### src/rtl/rgbled_seq_if.sv
// rgbled_seq_if: go/valid/last/ack frame handshake between the sequencer (master) and the WS281x driver (slave).
interface rgbled_seq_if;
  logic        go;
  logic [23:0] data;
  logic        valid;
  logic        last;
  logic        ack;
  logic        idle;
  modport master (output go, data, valid, last, input ack, idle);
  modport slave (input go, data, valid, last, output ack, idle);
endinterface

### src/rtl/rgbled_seq.sv
// rgbled_seq: streams one GRB word per LED to the WS281x driver after reset, writes, refresh and timer expiry.
// Define RGBLED_SEQ_DIM_EN to scale each channel by (bright_i+1)/256 as the word is loaded.
module rgbled_seq #(
  parameter int NumLeds       = 2,
  parameter int RefreshCycles = 25000,
  parameter int IdxW          = (NumLeds > 1) ? $clog2(NumLeds) : 1
) (
  input  logic             clk_i,
  input  logic             rst_i,
  input  logic             led_we_i,
  input  logic [IdxW-1:0]  led_idx_i,
  input  logic [23:0]      led_rgb_i,
  input  logic             refresh_i,
  input  logic [7:0]       bright_i,
  output logic             busy_o,
  output logic [15:0]      frame_cnt_o,
  rgbled_seq_if.master     drv
);
  localparam logic [1:0] StIdle = 2'd0, StStream = 2'd1, StDone = 2'd2;
  localparam int TmrW = (RefreshCycles > 1) ? $clog2(RefreshCycles) : 1;
  logic [1:0]      state_q, state_d;
  logic [IdxW-1:0] idx_q, idx_d, rd_idx;
  logic [23:0]     data_q, data_d, rd_col, word;
  logic [23:0]     col_q [NumLeds];
  logic            pend_q, pend_d;
  logic [15:0]     cnt_q, cnt_d;
  logic [TmrW-1:0] tmr_q, tmr_d;
  logic            tmr_exp, wr_ok, stream, last_w, start, adv;
  assign wr_ok  = led_we_i && (32'(led_idx_i) < NumLeds);
  assign stream = state_q == StStream;
  assign last_w = idx_q == IdxW'(NumLeds - 1);
  assign start  = (state_q == StIdle) && pend_q && drv.idle;
  assign adv    = stream && drv.ack && !last_w;
  assign rd_idx = start ? '0 : idx_q + IdxW'(1);
  assign rd_col = col_q[rd_idx];
`ifdef RGBLED_SEQ_DIM_EN
  function automatic logic [7:0] dim(input logic [7:0] c, input logic [7:0] b);
    logic [15:0] p;
    p = {8'd0, c} * ({8'd0, b} + 16'd1);
    return p[15:8];
  endfunction
  assign word = {dim(rd_col[15:8], bright_i), dim(rd_col[23:16], bright_i), dim(rd_col[7:0], bright_i)};
`else
  logic unused_bright;
  assign unused_bright = ^bright_i;
  assign word = {rd_col[15:8], rd_col[23:16], rd_col[7:0]};
`endif
  if (RefreshCycles > 0) begin : g_tmr
    assign tmr_exp = tmr_q == TmrW'(RefreshCycles - 1);
    assign tmr_d   = tmr_exp ? '0 : tmr_q + TmrW'(1);
  end else begin : g_no_tmr
    assign tmr_exp = 1'b0;
    assign tmr_d   = tmr_q;
  end
  // A set request in the load cycle survives the clear, so that change gets its own frame.
  assign pend_d  = wr_ok || refresh_i || tmr_exp || (pend_q && !start);
  assign state_d = start ? StStream : (stream && drv.ack && last_w) ? StDone : (state_q == StDone) ? StIdle : state_q;
  assign idx_d   = start ? '0 : adv ? idx_q + IdxW'(1) : idx_q;
  assign data_d  = (start || adv) ? word : (stream && !drv.ack) ? data_q : '0;
  assign cnt_d   = cnt_q + 16'(state_q == StDone);
  always_ff @(posedge clk_i or posedge rst_i) begin
    if (rst_i) begin
      state_q <= StIdle;
      idx_q   <= '0;
      data_q  <= '0;
      pend_q  <= 1'b1;
      cnt_q   <= '0;
      tmr_q   <= '0;
    end else begin
      state_q <= state_d;
      idx_q   <= idx_d;
      data_q  <= data_d;
      pend_q  <= pend_d;
      cnt_q   <= cnt_d;
      tmr_q   <= tmr_d;
    end
  end
  always_ff @(posedge clk_i or posedge rst_i) begin
    if (rst_i) begin
      for (int i = 0; i < NumLeds; i++) col_q[i] <= '0;
    end else if (wr_ok) begin
      col_q[led_idx_i] <= led_rgb_i;
    end
  end
  assign drv.go      = stream;
  assign drv.valid   = stream;
  assign drv.last    = stream && last_w;
  assign drv.data    = stream ? data_q : '0;
  assign busy_o      = state_q != StIdle;
  assign frame_cnt_o = cnt_q;
endmodule

### src/flat_wrapper.sv
// flat-port wrapper written by rule: the top's interface ports become plain ports
module rgbled_seq_flat 
#(
  parameter int NumLeds       = 2,
  parameter int RefreshCycles = 25000,
  parameter int IdxW          = (NumLeds > 1) ? $clog2(NumLeds) : 1
)
  (clk_i, rst_i, led_we_i, led_idx_i, led_rgb_i, refresh_i, bright_i, busy_o, frame_cnt_o, drv_go, drv_data, drv_valid, drv_last, drv_ack, drv_idle);
  rgbled_seq_if drv_i ();
  input  logic clk_i;
  input  logic rst_i;
  input  logic led_we_i;
  input  logic [IdxW-1:0] led_idx_i;
  input  logic [23:0] led_rgb_i;
  input  logic refresh_i;
  input  logic [7:0] bright_i;
  output logic busy_o;
  output logic [15:0] frame_cnt_o;
  output wire logic [$bits(drv_i.go)-1:0] drv_go;
  output wire logic [$bits(drv_i.data)-1:0] drv_data;
  output wire logic [$bits(drv_i.valid)-1:0] drv_valid;
  output wire logic [$bits(drv_i.last)-1:0] drv_last;
  input wire logic [$bits(drv_i.ack)-1:0] drv_ack;
  input wire logic [$bits(drv_i.idle)-1:0] drv_idle;
  assign drv_go = drv_i.go;
  assign drv_data = drv_i.data;
  assign drv_valid = drv_i.valid;
  assign drv_last = drv_i.last;
  assign drv_i.ack = drv_ack;
  assign drv_i.idle = drv_idle;
  rgbled_seq #(.NumLeds(NumLeds), .RefreshCycles(RefreshCycles), .IdxW(IdxW)) u_core (.clk_i(clk_i), .rst_i(rst_i), .led_we_i(led_we_i), .led_idx_i(led_idx_i), .led_rgb_i(led_rgb_i), .refresh_i(refresh_i), .bright_i(bright_i), .busy_o(busy_o), .frame_cnt_o(frame_cnt_o), .drv(drv_i));
endmodule
### config.mk
export PLATFORM = sky130hd
export DESIGN_NAME = rgbled_seq_flat
export DESIGN_NICKNAME = d
export VERILOG_FILES = /design/src/rtl/rgbled_seq_if.sv /design/src/rtl/rgbled_seq.sv /design/src/flat_wrapper.sv
export SDC_FILE = /design/constraint.sdc
export NUM_CORES = 1
export LEC_CHECK = 0
export CORE_UTILIZATION = 25
export DETAILED_ROUTE_END_ITERATION = 16
export SYNTH_ARGS = -nofsm -noshare
export SYNTH_HDL_FRONTEND = slang
export SYNTH_SLANG_ARGS = --single-unit
export TNS_END_PERCENT = 1
### constraint.sdc
create_clock -name clk_i -period 3.94 [get_ports clk_i]
set_input_delay 0.394 -clock clk_i [delete_from_list [all_inputs] [get_ports clk_i]]
set_output_delay 0.394 -clock clk_i [all_outputs]
set_load 0.03 [all_outputs]
* Word-level counts from Yosys, hierarchy flattened *
Index checks and enable logic that the tools add are counted.

storage, ports and cells
  bits in registers = 107
  word-level logic and storage cells = 56

operators by class
  add/subtract/negate cells = 3
  order comparisons = 3
  equality and inequality tests = 4
  mux-type cells = 16
  bitwise logic cells = 2
  reductions and logical operators = 20

operators with widths
  cell                                                        count
  2-to-1 mux 24 bit                                           7
  bitwise mux 48 bit                                          1
  demux 24 bit (select 1 bit)                                 1
  adder 16 x 1 -> 16 bit                                      1
  adder 15 x 1 -> 15 bit, second input constant               1
  equality test 15 bit, second input constant                 1
  2-to-1 mux 15 bit                                           1
  logical AND 1 bit                                           9
  2-to-1 mux 2 bit                                            3
  >= comparator 2 bit, second input constant                  2
  logical OR 1 bit                                            4
  inverter 1 -> 2 bit                                         2
  nonzero test 2 bit                                          2
  zero test 1 bit                                             3
  2-to-1 mux 1 bit                                            3
  nonzero test 3 bit                                          1
  equality test 2 x 1 -> 1 bit, second input constant         1
  equality test 2 bit, second input constant                  1
  zero test 2 bit                                             1
  less-than comparator 2 x 1 -> 1 bit, second input constant  1
  != test 2 x 1 -> 1 bit, second input constant               1
  adder 1 bit, second input constant                          1

* Longest topological paths before layout *
Gate-level depths: netlist of run 1.

  depth after elaboration = 9
  mapped depth = 7
  gate-level depth less buffers = 7

* Worst setup path after synthesis of run 1 *
Ideal clock, no wire load.

  path type = reg2reg
  start point = register u_core.state_q[1]
  end point = register u_core.cnt_q[14], in the netlist u_core.frame_cnt_o[14]
  data arrival time = 1.614 ns
  data required time = 3.806 ns
  setup slack = 2.193 ns
  cell stages (with the launch flop) = 8
  path buffers = 0
  period minus slack after synthesis = 1.747 ns
  cells stage by stage = dfrtp_1 > nor2b_1 > ha_1 > ha_1 > nand4_1 > nor3_1 > nand4_1 > xnor2_1

between the ends
  cells in the longest elaborated chain, start to end = 2

RTL lines
  item                    RTL line          source
  start, declared         rgbled_seq.sv:21  logic [1:0] state_q, state_d;
  start signal, assigned  rgbled_seq.sv:63  state_q <= StIdle;
  start signal, assigned  rgbled_seq.sv:70  state_q <= state_d;
  equality test 2 bit     rgbled_seq.sv:60  assign cnt_d = cnt_q + 16'(state_q == StDone);
  adder 16 x 1 -> 16 bit  rgbled_seq.sv:60
  via u_core.cnt_d[14]    rgbled_seq.sv:26  logic [15:0] cnt_q, cnt_d;
  end signal, assigned    rgbled_seq.sv:74  cnt_q <= cnt_d;
  end, declared           rgbled_seq.sv:26

The timed path passes the listed nets, and every way through them passes these cells.
A chain may end at the register's enable or synchronous reset.

* Worst setup path in the final report of run 1 *
  start point = register u_core.state_q[0]
  end point = output drv_data[12]

between the ends
  cells in the longest elaborated chain, start to end = 2

RTL lines
  item                          RTL line            source
  equality test 2 x 1 -> 1 bit  rgbled_seq.sv:30    assign stream = state_q == StStream;
  2-to-1 mux 24 bit             rgbled_seq.sv:88    assign drv.data = stream ? data_q : '0;
  end, declared                 flat_wrapper.sv:20  output wire logic [$bits(drv_i.data)-1:0] drv_data;

No other way between the ends.

==> results of run 1 <==
## cells by family (layout without fill, tap and decap cells)
group	after synthesis	after routing	synth area share
AND/OR/NAND/NOR	122	122	0.157
flip-flops	107	107	0.579
multiplexers	48	48	0.117
AO/OA/AOI/OAI	29	29	0.0579
XOR/XNOR	26	26	0.0492
buffers and inverters	21	99	0.0287
adder cells (fa/ha/maj)	4	4	0.0108
## stage by stage
stage          instance area (µm²)  setup slack, ps  hold slack, ps  total power [mW]
2_1_floorplan                 4630              730             448              2.06
3_3_place_gp                  5580             1520             463              2.38
3_5_place_dp                  5580             1520             467              2.41
4_1_cts                       5890             1140             477              3.35
5_1_grt                       5890             1010             503              3.48
6_report                      5890             1210             471              3.30
## power groups by stage
| stage | clock, mW | sequential, mW | combinational [mW] |
|---|---|---|---|
| after floorplan | 0 | 1.45 | 0.619 |
| after global placement | 0 | 1.42 | 0.959 |
| after detailed placement | 0 | 1.43 | 0.977 |
| after CTS | 0.960 | 1.41 | 0.980 |
| after global routing | 1.01 | 1.43 | 1.03 |
| final | 0.934 | 1.41 | 0.960 |
## state kept, by name, summed over array words and instances, names as in the netlist
name,flops
u_core.tmr_q,15
u_core.pend_q,1
u_core.idx_q,1
u_core.state_q,2
u_core.col_q,48
u_core.data_q,24
u_core.frame_cnt_o,16
## worst register-to-register path, cell delays in order (launching register included)
cell     delay [ps]
dfrtp_1         400
nor2b_4         630
nand2_2         140
nor2_4          620
a221o_1         290
## placed cells by master, fill, tap and decap left out, drive strengths merged, types with 11 or more instances in the layout
cell and n:
a221o 24, and2 26, clkbuf 11, clkdlybuf4s50 74
dfrtp 106, mux2 48, nand3 15, nor2 18
nor2b 29, xnor2 16
## cell type report
| class | count | area, µm² |
|---|---|---|
| clock buffer | 11 | 243 |
| timing repair buffer | 79 | 778 |
| fill | 1805 | 12100 |
| multi-input combinational | 229 | 1810 |
| tap | 229 | 287 |
| inverter | 4 | 17.5 |
| clock inverter | 5 | 67.6 |
| sequential | 107 | 2680 |
## worst max-delay path by stage
stage,cells past startpoint,slack [ps],to
final,3,1210,drv_data[12]
after CTS,3,1140,drv_data[20]
after global routing,3,1010,drv_data[17]
after global placement,3,1520,drv_data[17]
after detailed placement,3,1520,drv_data[17]
after floorplan,1,730,u_core.col_q[0]
## routing by layer
layer,wire length (µm),global-route usage
met5,0,0
met4,85,0.0260
met3,406,0.0287
met2,5070,0.188
met1,4870,0.152
==> out/metrics.csv, run 1 <==
metric;value;unit
overflow;0;
ys_ff_latch;107;
ys_types;34;
placement_rows;49;
post_cts_resized;0;
dieArea;19100;µm²
dpl.hpwl;6.96;mm
crit_slowest_cell;clkdlybuf4s50_1;
async_flop_share;1.00;
setup_viol;0;
grt_usage;0.115;
finClkSkew;9.92;ps
dieWidth;138;µm
synth.most_common_cell;dfrtp_1;
grt_pass1_wl;17.3;mm
status;finished, final reports clean;
routed_wl;10.4;mm
pin_count;83;
min_from;u_core.frame_cnt_o[15];
ctsHoldBuffers;0;
synth_edf_count;0;
synth-seq-area-share;0.579;
setup_tns;0;ps
netlist_area;4630;µm²
crit_path_cell_trace;nor2b_4 > and2_1 > clkdlybuf4s50_1;
holdPathEnd;u_core.frame_cnt_o[15];
maxSlewHeadroom;0.324;
critPathTopFamily;simple AND/OR/NAND/NOR gates;
io_buffers;74;
clk_path_buf_depth;2;
tritoncts;built;
start_util;0.257;
drv_slew;0;
drt.antenna.violating_nets;0;
timing.fmax;367;MHz
rr_endpoint;u_core.data_q[21];
drive_gt1_frac;0.0736;
antenna_found_initial;0;
routabilityCongestion;0.822;
final_cell_count_no_fill;664;
final_nets;473;
cellLeakagePower;2.48;nW
clkPwrFrac;0.283;
diodes;0;
p_switching;1.06;mW
place_inst;648;
reg2regPathDepth;4;
syn_inst;357;
die_y;138;µm
cts-buffers-inserted;9;
max_slew.worst_pin.slew;1010;ps
vias;2999;
critPathBufInv;1;
yosysTopAreaCell;dfrtp_1;
grt_pass1_vias;3118;
holdCritPathClass;reg2reg;
ys_top_cells_by_area;dfrtp_1 57%, mux2_1 12%, a221o_1 5.2%, nor2b_1 3.8%, xnor2_1 3.0%;
r2r_slack;1810;ps
maxCapViolCount;0;
swShare;0.320;
seqPwrFrac;0.426;
dr.pass1.iters;4;
hold_viol;0;
slowest_delay;690;ps
rsz0062_at_grt;no;
syn2layout_area_growth;27.2;%
core_area;18000;µm²
syn_nets;400;
comb_power_share;0.291;
internal-power;2.24;mW
critical_path_class;reg2out;
worst_ep_arrival_time;2330;ps
crit_start;u_core.state_q[0];
drc;0;
numClockSinks;107;
synth_ff_type;dfrtp_1;
cts.reportedPaths.clkPinSlew;70;ps
holdPathStages;1;
endpoint_kind;output pin;
yosys-top-cells-count;106 x dfrtp_1, 48 x mux2_1, 28 x nor2b_1;
root_buffer;clkbuf_16;
r2r-start;u_core.state_q[0];
period_minus_slack;2730;ps
cts_setup_buffers;0;
clk_latency;340;ps
vdd_drop_max;0.000320;V
grt_max_degree;82;
worstSetupStartpointType;flip-flop;
post-route-util;0.327;
avgSynthCellArea;13.0;µm²
routedWlPerCell;15.7;µm
fin_crit_sh;0.692;
h-tree-depth;3;
cp_max_fo;30;
drtIter0Drc;92;
synth_top_area_frac;0.573;
cp.required;3550;ps
power_density;561;nW/µm²
synth-warning-count;0;
via_per_inst;4.52;
(Power assumes the default switching activity.)
==> inputs of run 2 (changes only) <==
==> constraint.sdc (replaced) <==
create_clock -name clk_i -period 2.4 [get_ports clk_i]
set_input_delay 0.24 -clock clk_i [delete_from_list [all_inputs] [get_ports clk_i]]
set_output_delay 0.24 -clock clk_i [all_outputs]
set_load 0.03 [all_outputs]
==> run 2 against run 1 <==
Compared with the run above: largest cell class unchanged; critical endpoint is now drv_last; wire length down 0.31%; worst setup slack got worse by 1100 ps; via count is 0.93% higher; highest routed layer unchanged.
==> out/metrics.csv, run 2 (synthesized netlist as in run 1, its figures left out) <==
metric;value;unit
status;finished, final reports clean;
overflow;0;
clk_latency;350;ps
r2r-start;u_core.state_q[1];
drt.antenna.violating_nets;0;
grt_pass1_wl;17.3;mm
placement_rows;49;
nFillCells;1801;
io_buffers;74;
drive_gt1_frac;0.0799;
cts-buffers-inserted;9;
cellLeakagePower;2.77;nW
h-tree-depth;3;
routed_wl;10.4;mm
vias;3027;
max_slew.worst_pin.slew;729;ps
crit_slowest_cell;clkdlybuf4s50_1;
dieArea;19100;µm²
pin_count;83;
final_nets;476;
drtIter0Drc;120;
tritoncts;built;
dr.pass1.iters;4;
setup_tns;0;ps
top_register;u_core.col_q;
drc;0;
setup_viol;0;
grt_max_degree;59;
timing.fmax;435;MHz
cts.reportedPaths.clkPinSlew;70;ps
clk_path_buf_depth;2;
cp.required;2160;ps
final_common_cell;dfrtp_1;
grt_usage;0.116;
routabilityCongestion;0.804;
critPathTopFamily;buffers and inverters;
maxCapViolCount;0;
start_util;0.257;
slowest_delay;670;ps
dpl.hpwl;6.84;mm
reg2regPathDepth;7;
vdd_drop_max;0.000478;V
post-route-util;0.333;
finClkSkew;6.30;ps
core_area;18000;µm²
most-common-layout-cells;106 x dfrtp_1, 59 x clkdlybuf4s50_1, 48 x mux2_1;
endpoint_kind;output pin;
worstSetupStartpointType;flip-flop;
critPathBufInv;2;
via_per_inst;4.54;
power_density;921;nW/µm²
rr_endpoint;u_core.frame_cnt_o[14];
diodes;0;
dieWidth;138;µm
grt_pass1_vias;3254;
holdCritPathClass;in2async;
largest_reg_flops;48;
period_minus_slack;2300;ps
cp_max_fo;26;
cts_setup_buffers;0;
drv_slew;0;
maxSlewHeadroom;0.513;
critical_path_class;reg2out;
fin_crit_sh;0.958;
die_y;138;µm
rsz0062_at_grt;no;
root_buffer;clkbuf_16;
worst_ep_arrival_time;2060;ps
antenna_found_initial;0;
crit_path_cell_trace;nor2b_4 > buf_12 > and2_1 > clkdlybuf4s50_1;
r2r_slack;480;ps
routedWlPerCell;15.6;µm
hold_viol;0;
syn2layout_area_growth;29.8;%
numClockSinks;107;
-- run 2: cell count changes in the layout (fill, tap and decap cells not counted), sizes merged --
cell / change
clkdlybuf4s50: -15
clkinvlp: +3
dlymetal6s2s: +15
clkinv: -1
bufinv: +1
clkbuf: -1
inv: -2
buf: +3
-- run 2: per-layer routing --
metal,part of all wire,global-route usage,up-vias
li1,-,-,1396
met1,0.46,0.148,1537
met2,0.48,0.189,81
met3,0.043,0.0319,13
met4,0.018,0.0382,0
met5,0,0,-
-- run 2: power breakdown --
group	switching, mW	total [mW]	internal (mW)
Clock	0.676	1.59	0.917
Sequential	0.181	2.31	2.13
Combinational	0.882	1.62	0.740
-- run 2: worst max path at each step --
stage | end | cells after the start | start | slack, ps
after global placement | drv_data[16] | 4 | u_core.state_q[0] | 440
after floorplan | u_core.frame_cnt_o[14] | 7 | u_core.state_q[1] | 650
after CTS | drv_data[16] | 4 | u_core.state_q[0] | 30
after global routing | drv_data[4] | 4 | u_core.state_q[0] | 1
final | drv_last | 4 | u_core.state_q[0] | 100
after detailed placement | drv_data[16] | 4 | u_core.state_q[0] | 430
-- run 2: final cells by class --
| type | instances | area, µm² | area share |
|---|---|---|---|
| clock buffers | 10 | 229 | 0.0381 |
| well taps | 229 | 287 | 0.0477 |
| clock inverters | 6 | 88.8 | 0.0148 |
| flip-flops and latches | 107 | 2680 | 0.446 |
| multi-input cells | 229 | 1810 | 0.302 |
| repair buffers | 82 | 888 | 0.148 |
| inverters | 4 | 18.8 | 0.00313 |
-- run 2: repair_timing --
action                     4_1_cts  5_1_grt
gates resized for setup          0       15
hold buffers                     0        0
setup endpoints to repair        0       15
-- run 2: worst register-to-register path: stages (launching register included) --
cell and delay, ps:
dfrtp_1 420, nor2b_1 200, ha_1 190, ha_1 200
nand4_1 160, nor3_1 310, nand4_1 160, xnor2_1 150
-- run 2: per-stage QoR --
stage	cells	area [µm²]	setup slack [ps]	total power, mW	hold WS [ps]
global placement	651	5650	444	3.97	463
finish	667	6000	101	5.53	207
floorplan	357	4630	653	3.39	353
detailed placement	651	5650	429	4.02	467
CTS	667	5970	26.9	5.65	201
global route	667	6000	0.972	5.84	223
